### src/rtl/pixel_scheduler_pkg.sv
// Shared types and constants for the pixel scheduler: FSM state encoding,
// default frame geometry, coordinate widths and the in-set colour.
package pixel_scheduler_pkg;

   localparam int H_RES_DEFAULT = 640;
   localparam int V_RES_DEFAULT = 480;

   localparam int X_W    = 10;
   localparam int Y_W    = 9;
   localparam int ITER_W = 8;
   localparam int RGB_W  = 24;

   localparam logic [RGB_W-1:0] IN_SET_COLOR = 24'h010101;

   typedef enum logic [2:0] {
      IDLE      = 3'd0,
      LAUNCH    = 3'd1,
      WAIT_CALC = 3'd2,
      OUTPUT    = 3'd3,
      ADVANCE   = 3'd4,
      DONE      = 3'd5
   } state_t;

endpackage

### src/rtl/pixel_scheduler_color_converter.sv
// Combinational mapping from an iteration result to a grey-scale pixel;
// points inside the set get a fixed near-black colour.
module color_converter
   import pixel_scheduler_pkg::*;
(
   input  logic [ITER_W-1:0] iteration,
   input  logic              ismandelbrot,
   output logic [RGB_W-1:0]  rgb
);

   assign rgb = ismandelbrot ? IN_SET_COLOR : {iteration, iteration, iteration};

endmodule

### src/rtl/pixel_scheduler.sv
// Walks a frame in raster order, launching the iteration engine per pixel
// and handing each converted colour to a ready/valid pixel sink.
module pixel_scheduler
   import pixel_scheduler_pkg::*;
#(
   parameter int H_RES = H_RES_DEFAULT,
   parameter int V_RES = V_RES_DEFAULT
)
(
   input  logic              clk,
   input  logic              nrst,
   input  logic              start,
   input  logic              abort,
   output logic              calc_start,
   output logic [X_W-1:0]    calc_x,
   output logic [Y_W-1:0]    calc_y,
   input  logic              calc_done,
   input  logic [ITER_W-1:0] iteration,
   input  logic              ismandelbrot,
   output logic              pix_valid,
   input  logic              pix_ready,
   output logic [RGB_W-1:0]  pix_rgb,
   output logic              busy,
   output logic              frame_done
);

   localparam logic [X_W-1:0] X_LAST = X_W'(H_RES - 1);
   localparam logic [Y_W-1:0] Y_LAST = Y_W'(V_RES - 1);

   state_t           state_q, state_d;
   logic [X_W-1:0]   x_q, x_d;
   logic [Y_W-1:0]   y_q, y_d;
   logic [RGB_W-1:0] rgb_q, rgb_d;
   logic [RGB_W-1:0] conv_rgb;

   color_converter u_color_converter (
      .iteration    (iteration),
      .ismandelbrot (ismandelbrot),
      .rgb          (conv_rgb)
   );

   always_ff @(posedge clk or negedge nrst) begin
      if (!nrst) begin
         state_q <= IDLE;
         x_q     <= '0;
         y_q     <= '0;
         rgb_q   <= '0;
      end else begin
         state_q <= state_d;
         x_q     <= x_d;
         y_q     <= y_d;
         rgb_q   <= rgb_d;
      end
   end

   always_comb begin
      state_d = state_q;
      x_d     = x_q;
      y_d     = y_q;
      rgb_d   = rgb_q;

      case (state_q)
         IDLE: begin
            if (start) begin
               state_d = LAUNCH;
               x_d     = '0;
               y_d     = '0;
            end
         end
         // calc_done is not looked at here, so a strobe coincident with
         // calc_start can never be mistaken for this pixel's result.
         LAUNCH: state_d = WAIT_CALC;
         WAIT_CALC: begin
            if (calc_done) begin
               rgb_d   = conv_rgb;
               state_d = OUTPUT;
            end
         end
         OUTPUT: begin
            if (pix_ready) state_d = ADVANCE;
         end
         ADVANCE: begin
            if (x_q == X_LAST && y_q == Y_LAST) begin
               state_d = DONE;
            end else if (x_q < X_LAST) begin
               x_d     = x_q + 1'b1;
               state_d = LAUNCH;
            end else begin
               x_d     = '0;
               y_d     = y_q + 1'b1;
               state_d = LAUNCH;
            end
         end
         DONE: begin
            state_d = IDLE;
            x_d     = '0;
            y_d     = '0;
         end
         default: begin
            state_d = IDLE;
            x_d     = '0;
            y_d     = '0;
         end
      endcase

      // Abort overrides every transition chosen above.
      if (abort && state_q != IDLE) begin
         state_d = IDLE;
         x_d     = '0;
         y_d     = '0;
      end
   end

   assign calc_start = (state_q == LAUNCH);
   assign pix_valid  = (state_q == OUTPUT);
   assign busy       = (state_q != IDLE);
   assign frame_done = (state_q == DONE);
   assign calc_x     = x_q;
   assign calc_y     = y_q;
   assign pix_rgb    = rgb_q;

endmodule

### config.mk
export PLATFORM = sky130hd
export DESIGN_NAME = pixel_scheduler
export DESIGN_NICKNAME = d
export VERILOG_FILES = /design/src/rtl/pixel_scheduler_pkg.sv /design/src/rtl/pixel_scheduler_color_converter.sv /design/src/rtl/pixel_scheduler.sv
export SDC_FILE = /design/constraint.sdc
export NUM_CORES = 1
export LEC_CHECK = 0
export CORE_MARGIN = 5
export CORE_UTILIZATION = 35
export CTS_BUF_LIST = sky130_fd_sc_hd__clkbuf_4 sky130_fd_sc_hd__clkbuf_8
export DETAILED_ROUTE_END_ITERATION = 8
export PLACE_DENSITY = 0.58
export SYNTH_ARGS = -nofsm -noshare
export SYNTH_HDL_FRONTEND = slang
export SYNTH_HIERARCHICAL = 1
export SYNTH_SLANG_ARGS = --single-unit
### constraint.sdc
create_clock -name clk -period 3.2 [get_ports clk]
set_input_delay 0.64 -clock clk [delete_from_list [all_inputs] [get_ports clk]]
set_output_delay 0.64 -clock clk [all_outputs]
set_load 0.02 [all_outputs]
# Yosys cells after proc, flatten, opt, wreduce, memory -nomap -nowiden
# Cells that the tools add are included.
[totals]
regBits = 46
in_bits = 15
out_inout_bits = 47
[op_classes]
n_addsub = 2
n_lt_le_gt_ge = 1
n_eq_ne = 13
n_mux = 17
reduce_logical = 9
[op_table]
columns = ["operator", "n"]
rows = [
  ["$mux W10", 4],
  ["$mux W9", 4],
  ["$pmux W10 S3", 1],
  ["$pmux W9 S3", 1],
  ["$mux W24", 1],
  ["$mux W3", 5],
  ["$pmux W3 S5", 1],
  ["$ne A3 B3 Y1 const B", 4],
  ["$add A10 B1 Y10 const B", 1],
  ["$eq A10 B10 Y1 const B", 1],
  ["$lt A10 B10 Y1 const B", 1],
  ["$add A9 B1 Y9 const B", 1],
  ["$eq A9 B9 Y1 const B", 1],
  ["$eq A3 B2 Y1 const B", 2],
  ["$eq A3 B3 Y1 const B", 2],
  ["$reduce_and A3 Y1", 2],
  ["$reduce_and A4 Y1", 1],
  ["$eq A3 B1 Y1 const B", 1],
  ["$logic_not A3 Y1", 1],
  ["$ne A3 B1 Y1 const B", 1],
  ["$reduce_bool A3 Y1", 1],
  ["$reduce_or A3 Y1", 1],
  ["$logic_and A1 B1 Y1", 2],
  ["$ne A2 B1 Y1 const B", 1],
  ["$reduce_and A2 Y1", 1],
]

# Depth between registers and ports, before layout
# Gate-level depths: netlist (run 1).
[logic_depth]
ltp_word = 5
depth_mapped = 7

# By module
# The synthesis (run 1) kept the hierarchy.
[by_module_without_submodules]
columns = ["module", "n_inst", "cells_per_inst", "area_each_um2"]
rows = [
  ["pixel_scheduler", 1, 198, 2220.9],
  ["color_converter", 1, 24, 170.2],
]

# Least setup slack after synthesis (run 1)
# No wires, ideal clock.
[synth_path]
kind = "flip-flop to flip-flop"
start = "register y_q[0] (netlist: calc_y[0])"
end = "register x_q[9] (netlist: calc_x[9])"
setup_time_ps = 119
arrival_ps = 1769
t_required_ps = 3081
setup_slack_ps = 1312
path_stages_with_launch = 8
path_buffers = 1
period_less_slack_ps = 1888
cell_sequence = "dfrtp_1 > ha_1 > nand3_1 > nor4_2 > a31o_2 > buf_6 > nor4_1 > o21a_1"
[synth_via]
elab_chain_cells = 4
[synth_rtl]
columns = ["element", "line_no", "rtl"]
rows = [
  ["start, declared", "pixel_scheduler.sv:32", "logic [Y_W-1:0] y_q, y_d;"],
  ["start signal, assigned", "pixel_scheduler.sv:51", "y_q <= y_d;"],
  ["$eq A9 B9 Y1", "pixel_scheduler.sv:83", "if (x_q == X_LAST && y_q == Y_LAST) begin"],
  ["$logic_and A1 B1 Y1", "pixel_scheduler.sv:83", ""],
  ["$ne A3 B3 Y1 (no line)", "n/a", ""],
  ["$reduce_and A3 Y1 (no line)", "n/a", ""],
  ["end signal, assigned", "pixel_scheduler.sv:45", "x_q <= '0;"],
  ["end signal, assigned", "pixel_scheduler.sv:50", "x_q <= x_d;"],
  ["end, declared", "pixel_scheduler.sv:31", "logic [X_W-1:0] x_q, x_d;"],
]
# Every way passes these cells.
# A chain may end at the register's enable or synchronous reset.

# Final worst setup path (run 1)
[layout_path]
start = "register state_q[0]"
end = "output pix_valid"
[layout_via]
elab_chain_cells = 1
[layout_rtl]
columns = ["element", "line_no", "rtl"]
rows = [
  ["start, declared", "pixel_scheduler.sv:30", "state_t state_q, state_d;"],
  ["start signal, assigned", "pixel_scheduler.sv:49", "state_q <= state_d;"],
  ["$eq A3 B2 Y1", "pixel_scheduler.sv:115", "assign pix_valid = (state_q == OUTPUT);"],
  ["end, declared", "pixel_scheduler.sv:20", "output logic pix_valid,"],
]
# Every way passes these cells.

==> metrics.txt, run 1 <==
Place WS 0.705 ns; cells along the critical path nand2_1 > nor2_1 > clkdlybuf4s50_1; max-slew violations 0; Register Area 1150 um2; CP Data Arrival Time 1.83 ns; CTS tree yes; Hold WC Path Type input pin to asynchronous set/reset pin; Syn. warnings 6; critical path's largest stage delay 0.65 ns; CTS sink count 46; final global-route overflow total 0; Pwr Density 712 nW/um2; Post-Layout Cell Count ~350; commonest non-fill, non-tap cell in the layout clkdlybuf4s50_1; sequential-to-total area share from yosys stat 0.481; vias per cell 5.26; number of antenna violations at the first check in global routing 0; clk_lat worst skew about 0.30 ns; final critical-path share of the clock period 0.772; multi-input combinational cell area 1080 um2; worst-path fanout max 14; IO Port Bufs 61; Synth Area per Inst 10.8 um2; Fmax achieved roughly 400 MHz; most frequent cells in the layout clkdlybuf4s50_1, dfrtp_1, mux2_2; ANT nets after route 0; Top FF cell, synth dfrtp_1; crit path kind register to output pin; gr usage total 0.124; CP Capture Type output pin; overall die area 8580 um2; initial core utilization 0.356; outcome finished, final reports clean; LEAKAGE about 1.2 nW; Setup Buffers After CTS 0; DIE HEIGHT 92.7 um; FP Rows 30; Synth cell types 46; DRT iter0 DRCs 56; vias in the first global route approximately 1700; Peak VDD IR 0.000211 V; hpwl dp ~3600 um; Bufs on Longest Clock Path 2; TNS Setup 0 ns; Fin Clk Skew 0.00753 ns; EDFF count, synth 0; PnR worst setup slack around 0.73 ns; ys async rst share 1.00; Final setup viols 0; # IOs 62; drt total wl about 5300 um; max_cap viols 0; Post-Syn Area between 2000 and 2500 um2; Worst-Margin Slew 1.03 ns; gpl congestion 0.797; Final Hold Vio Count 0; Syn Nets 239; global-route wire length before repair around 8600 um; largest net degree at the start of global routing between 40 and 50; synth-to-layout area growth 27.6%; DR vias around 1800; CTS buffer count 5; post-DR wirelength/cell 15.3 um; Synth Instances 222; CTS resizes 0; hold_buf cts 0; Critical Path RT 2.56 ns; Worst setup SP type register; Placed Instances 340; Core Footprint approximately 6700 um2; Tmin final ~2.5 ns; Clock transition at path regs 0.09 ns; RSZ-0062 raised after global routing no; die width 92.7 um; total power 0.00217 W; layout cell share with drive strength beyond 1 0.172; Yosys reg bits 46; fill count 612; CP max stage cell dfrtp_1; Worst slew margin 0.316; # DRC 0; Antenna Cells 0; router iterations before antenna repair 4; Root Buffer clkbuf_8; H-tree depth 2; Min Hold Slack 0.509 ns; nets 284
-- cell families after synthesis --
kind of cell | after synthesis | share of synthesized area
buf+inv | 27 | 0.0743
fa+ha+maj | 2 | 0.0105
compound gates | 50 | 0.142
mux | 25 | 0.117
simple gates | 72 | 0.174
flops | 46 | 0.481
-- stage by stage --
stage	utilization	area [um2]
5_1_grt	0.454	3050
2_1_floorplan	-	2390
3_5_place_dp	0.441	2960
6_report	0.454	3050
4_1_cts	0.454	3050
3_3_place_gp	0.441	2960
-- synth_stat cells (4+ instances only) --
master     n  area share
dfrtp_1   46        0.48
buf_4     17       0.053
nor3_1     8       0.017
nor2b_1    7       0.018
clkbuf_1   4      0.0063
o31ai_1    6       0.019
nand3_1    7       0.015
o21ai_0   19       0.040
nand2_1   16       0.025
a21oi_1    4      0.0084
buf_2      4      0.0084
a41oi_1    4       0.015
mux2_2    24        0.11
nor2_1     9       0.014
-- sequential cells by signal (all words and copies together), names as in the netlist --
name     count
calc_x      10
pix_rgb     24
calc_y       9
state_q      3
-- critical path, delay by kind of cell, from the launching register on --
family	cells	cell delay, ns
flip-flops	1	0.65
buffers and inverters	1	0.63
AND/OR/NAND/NOR	2	0.25
-- path summary, 6_finish.rpt --
check | startpoint | to | slack (ns) | cells after the start
hold / removal | nrst | pix_rgb[2]$_DFFE_PN0P_ | 0.51 | 1
min in group clk | pix_rgb[21]$_DFFE_PN0P_ | pix_rgb[21]$_DFFE_PN0P_ | 0.51 | 1
setup / recovery | state_q[0]$_DFFE_PN0P_ | pix_valid | 0.73 | 3
max in group asynchronous | nrst | pix_rgb[15]$_DFFE_PN0P_ | 2.06 | 1
hold reg to reg | pix_rgb[21]$_DFFE_PN0P_ | pix_rgb[21]$_DFFE_PN0P_ | 0.51 | 1
setup reg to reg | calc_y[0]$_DFFE_PN0P_ | calc_x[9]$_DFFE_PN0P_ | 0.96 | 6
-- area by class of cell --
| type | instances | area share |
|---|---|---|
| clock buffer | 6 | 0.0250 |
| inverter | 1 | 0.00123 |
| sequential | 46 | 0.377 |
| clock inverter | 2 | 0.00451 |
| tap | 80 | 0.0328 |
| multi-input combinational | 149 | 0.353 |
| timing repair buffer | 64 | 0.206 |
-- routing by layer --
layer  global-route usage  routed length [um]  up-vias  part of all wire
li1                     -                   -      887                 -
met1                0.177                2590      872              0.49
met2                0.176                2280       67              0.43
met3               0.0382                 372        5             0.070
met4               0.0440                  65        0             0.012
met5                    0                   0        -                 0
-- where the power goes --
part           switching [W]  total (W)  internal (W)
logic               0.000445   0.000943      0.000498
clock network       0.000203   0.000366      0.000163
registers           0.000119   0.000863      0.000744
Note: power is estimated with default switching activity, not from simulation.
==> run 2, diff against run 1 <==
--- a/config.mk
+++ b/config.mk
@@ -9,7 +9,7 @@
 export CORE_UTILIZATION = 35
 export CTS_BUF_LIST = sky130_fd_sc_hd__clkbuf_4 sky130_fd_sc_hd__clkbuf_8
 export DETAILED_ROUTE_END_ITERATION = 8
-export PLACE_DENSITY = 0.58
+export PLACE_DENSITY = 0.6
 export SYNTH_ARGS = -nofsm -noshare
 export SYNTH_HDL_FRONTEND = slang
 export SYNTH_HIERARCHICAL = 1
==> constraint.sdc (replaced) <==
create_clock -name clk -period 2.2 [get_ports clk]
set_input_delay 0.44 -clock clk [delete_from_list [all_inputs] [get_ports clk]]
set_output_delay 0.44 -clock clk [all_outputs]
set_load 0.02 [all_outputs]
==> metrics.txt, run 2 (synthesis results as in run 1) <==
layout cell share with drive strength beyond 1 0.215; initial core utilization 0.356; max_cap viols 0; post-DR wirelength/cell 15.0 um; synth-to-layout area growth 31.8%; final global-route overflow total 0; ANT nets after route 0; CP Capture Type output pin; Largest register FFs 24; commonest non-fill, non-tap cell in the layout clkdlybuf4s50_1; global-route wire length before repair 9110 um; LEAKAGE 1.31 nW; die width roughly 93 um; RSZ-0062 raised after global routing no; critical path's largest stage delay 0.63 ns; # IOs 62; CP max stage cell clkdlybuf4s50_1; largest net degree at the start of global routing 25; router iterations before antenna repair 4; outcome finished, final reports clean; cells along the critical path nand2_1 > nor2_1 > clkdlybuf4s50_1; Final Hold Vio Count 0; FP Rows 30; number of antenna violations at the first check in global routing 0; Worst setup SP type register; fill count 633; Worst slew margin 0.644; vias per cell 5.15; Bufs on Longest Clock Path 2; Fmax achieved 481 MHz; Peak VDD IR 0.000249 V; clk_lat worst skew roughly 0.29 ns; reg2reg setup slack 0.24 ns; DRT iter0 DRCs ~70; DIE HEIGHT 92.7 um; Worst-Margin Slew 0.533 ns; Setup Buffers After CTS 0; TNS Setup 0 ns; gr usage total 0.132; total power between 0.003 and 0.004 W; Hold WC Path Type input pin to asynchronous set/reset pin; crit path kind register to output pin; most frequent cells in the layout clkdlybuf4s50_1, dfrtp_1, mux2_2; gpl congestion about 0.79; CTS tree yes; final critical-path share of the clock period 0.945; IO Port Bufs 61; hpwl dp 3860 um; Crit path max-delay family buffers and inverters; CP Data Arrival Time 1.64 ns; drt total wl ~5400 um; Core Footprint 6720 um2; Root Buffer clkbuf_8; Fin Clk Skew slightly above 0.004 ns; overall die area 8580 um2; Tmin final 2.08 ns; CTS buffer count 5; nets 295; DR vias 1849; Clock transition at path regs 0.08 ns; worst-path fanout max 14; Final setup viols 0; # DRC 0; Critical Path RT 1.76 ns; H-tree depth 2; Antenna Cells 0; Pwr Density slightly above 1000 nW/um2; CTS sink count 46; vias in the first global route 1852; max-slew violations 0; Buf+Inv Stages, Crit Path 1; hold_buf cts 0
-- run 2: layer usage --
| layer | share of wire | vias to the layer above | wire [um] | track usage |
|---|---|---|---|---|
| met3 | 0.055 | 7 | 293 | 0.0366 |
| met2 | 0.44 | 59 | 2370 | 0.200 |
| met1 | 0.50 | 874 | 2660 | 0.185 |
| met4 | 0.0089 | 0 | 48 | 0.0366 |
| li1 | - | 909 | - | - |
| met5 | 0 | - | 0 | 0 |
-- run 2: worst register-to-register path, delay by kind of cell, from the launching register on --
| family | cells | cell delay (ns) |
|---|---|---|
| flip-flops | 1 | 0.44 |
| AND/OR/NAND/NOR | 3 | 0.69 |
| adder cells (fa/ha/maj) | 1 | 0.25 |
| AO/OA/AOI/OAI | 2 | 0.49 |
-- run 2: final timing paths --
check / start / end / cells after the start
setup reg to reg: calc_x[0]$_DFFE_PN0P_ / calc_y[0]$_DFFE_PN0P_ / 6
hold / removal: nrst / state_q[0]$_DFFE_PN0P_ / 1
max in group asynchronous: nrst / pix_rgb[23]$_DFFE_PN0P_ / 2
min in group clk: pix_rgb[21]$_DFFE_PN0P_ / pix_rgb[21]$_DFFE_PN0P_ / 1
setup / recovery: state_q[1]$_DFFE_PN0P_ / pix_valid / 3
hold reg to reg: pix_rgb[21]$_DFFE_PN0P_ / pix_rgb[21]$_DFFE_PN0P_ / 1
-- run 2: power breakdown --
group	internal, W	total [W]	switching [W]
clock	0.000237	0.000525	0.000289
combinational	0.000756	0.00142	0.000663
sequential	0.00109	0.00125	0.000164
-- run 2: layout make-up --
type                            instances  area, um2  area share
Sequential cell                        46       1150       0.366
Timing Repair Buffer                   75        726       0.230
Multi-Input combinational cell        149       1080       0.342
Tap cell                               80        100      0.0318
Inverter                                1       3.75     0.00119
Clock inverter                          2       13.8     0.00437
Clock buffer                            6       76.3      0.0242
-- run 2: through the flow --
step	setup slack [ns]	util	hold WS, ns	std cells	instance area [um2]
finish	0.121	0.469	0.114	359	3150
global route	0.00195	0.469	0.131	359	3150
CTS	0.0185	0.469	0.118	359	3150
detailed placement	0.0476	0.455	0.457	351	3060
global placement	0.0646	0.455	0.459	351	3060
floorplan	0.312	-	0.144	222	2390
-- run 2: repair_timing --
action / 4_1_cts / 5_1_grt
pin swaps: 0 / 0
endpoints found under the setup margin: 2 / 4
hold endpoints to repair: 0 / 0
resized for setup: 2 / 2
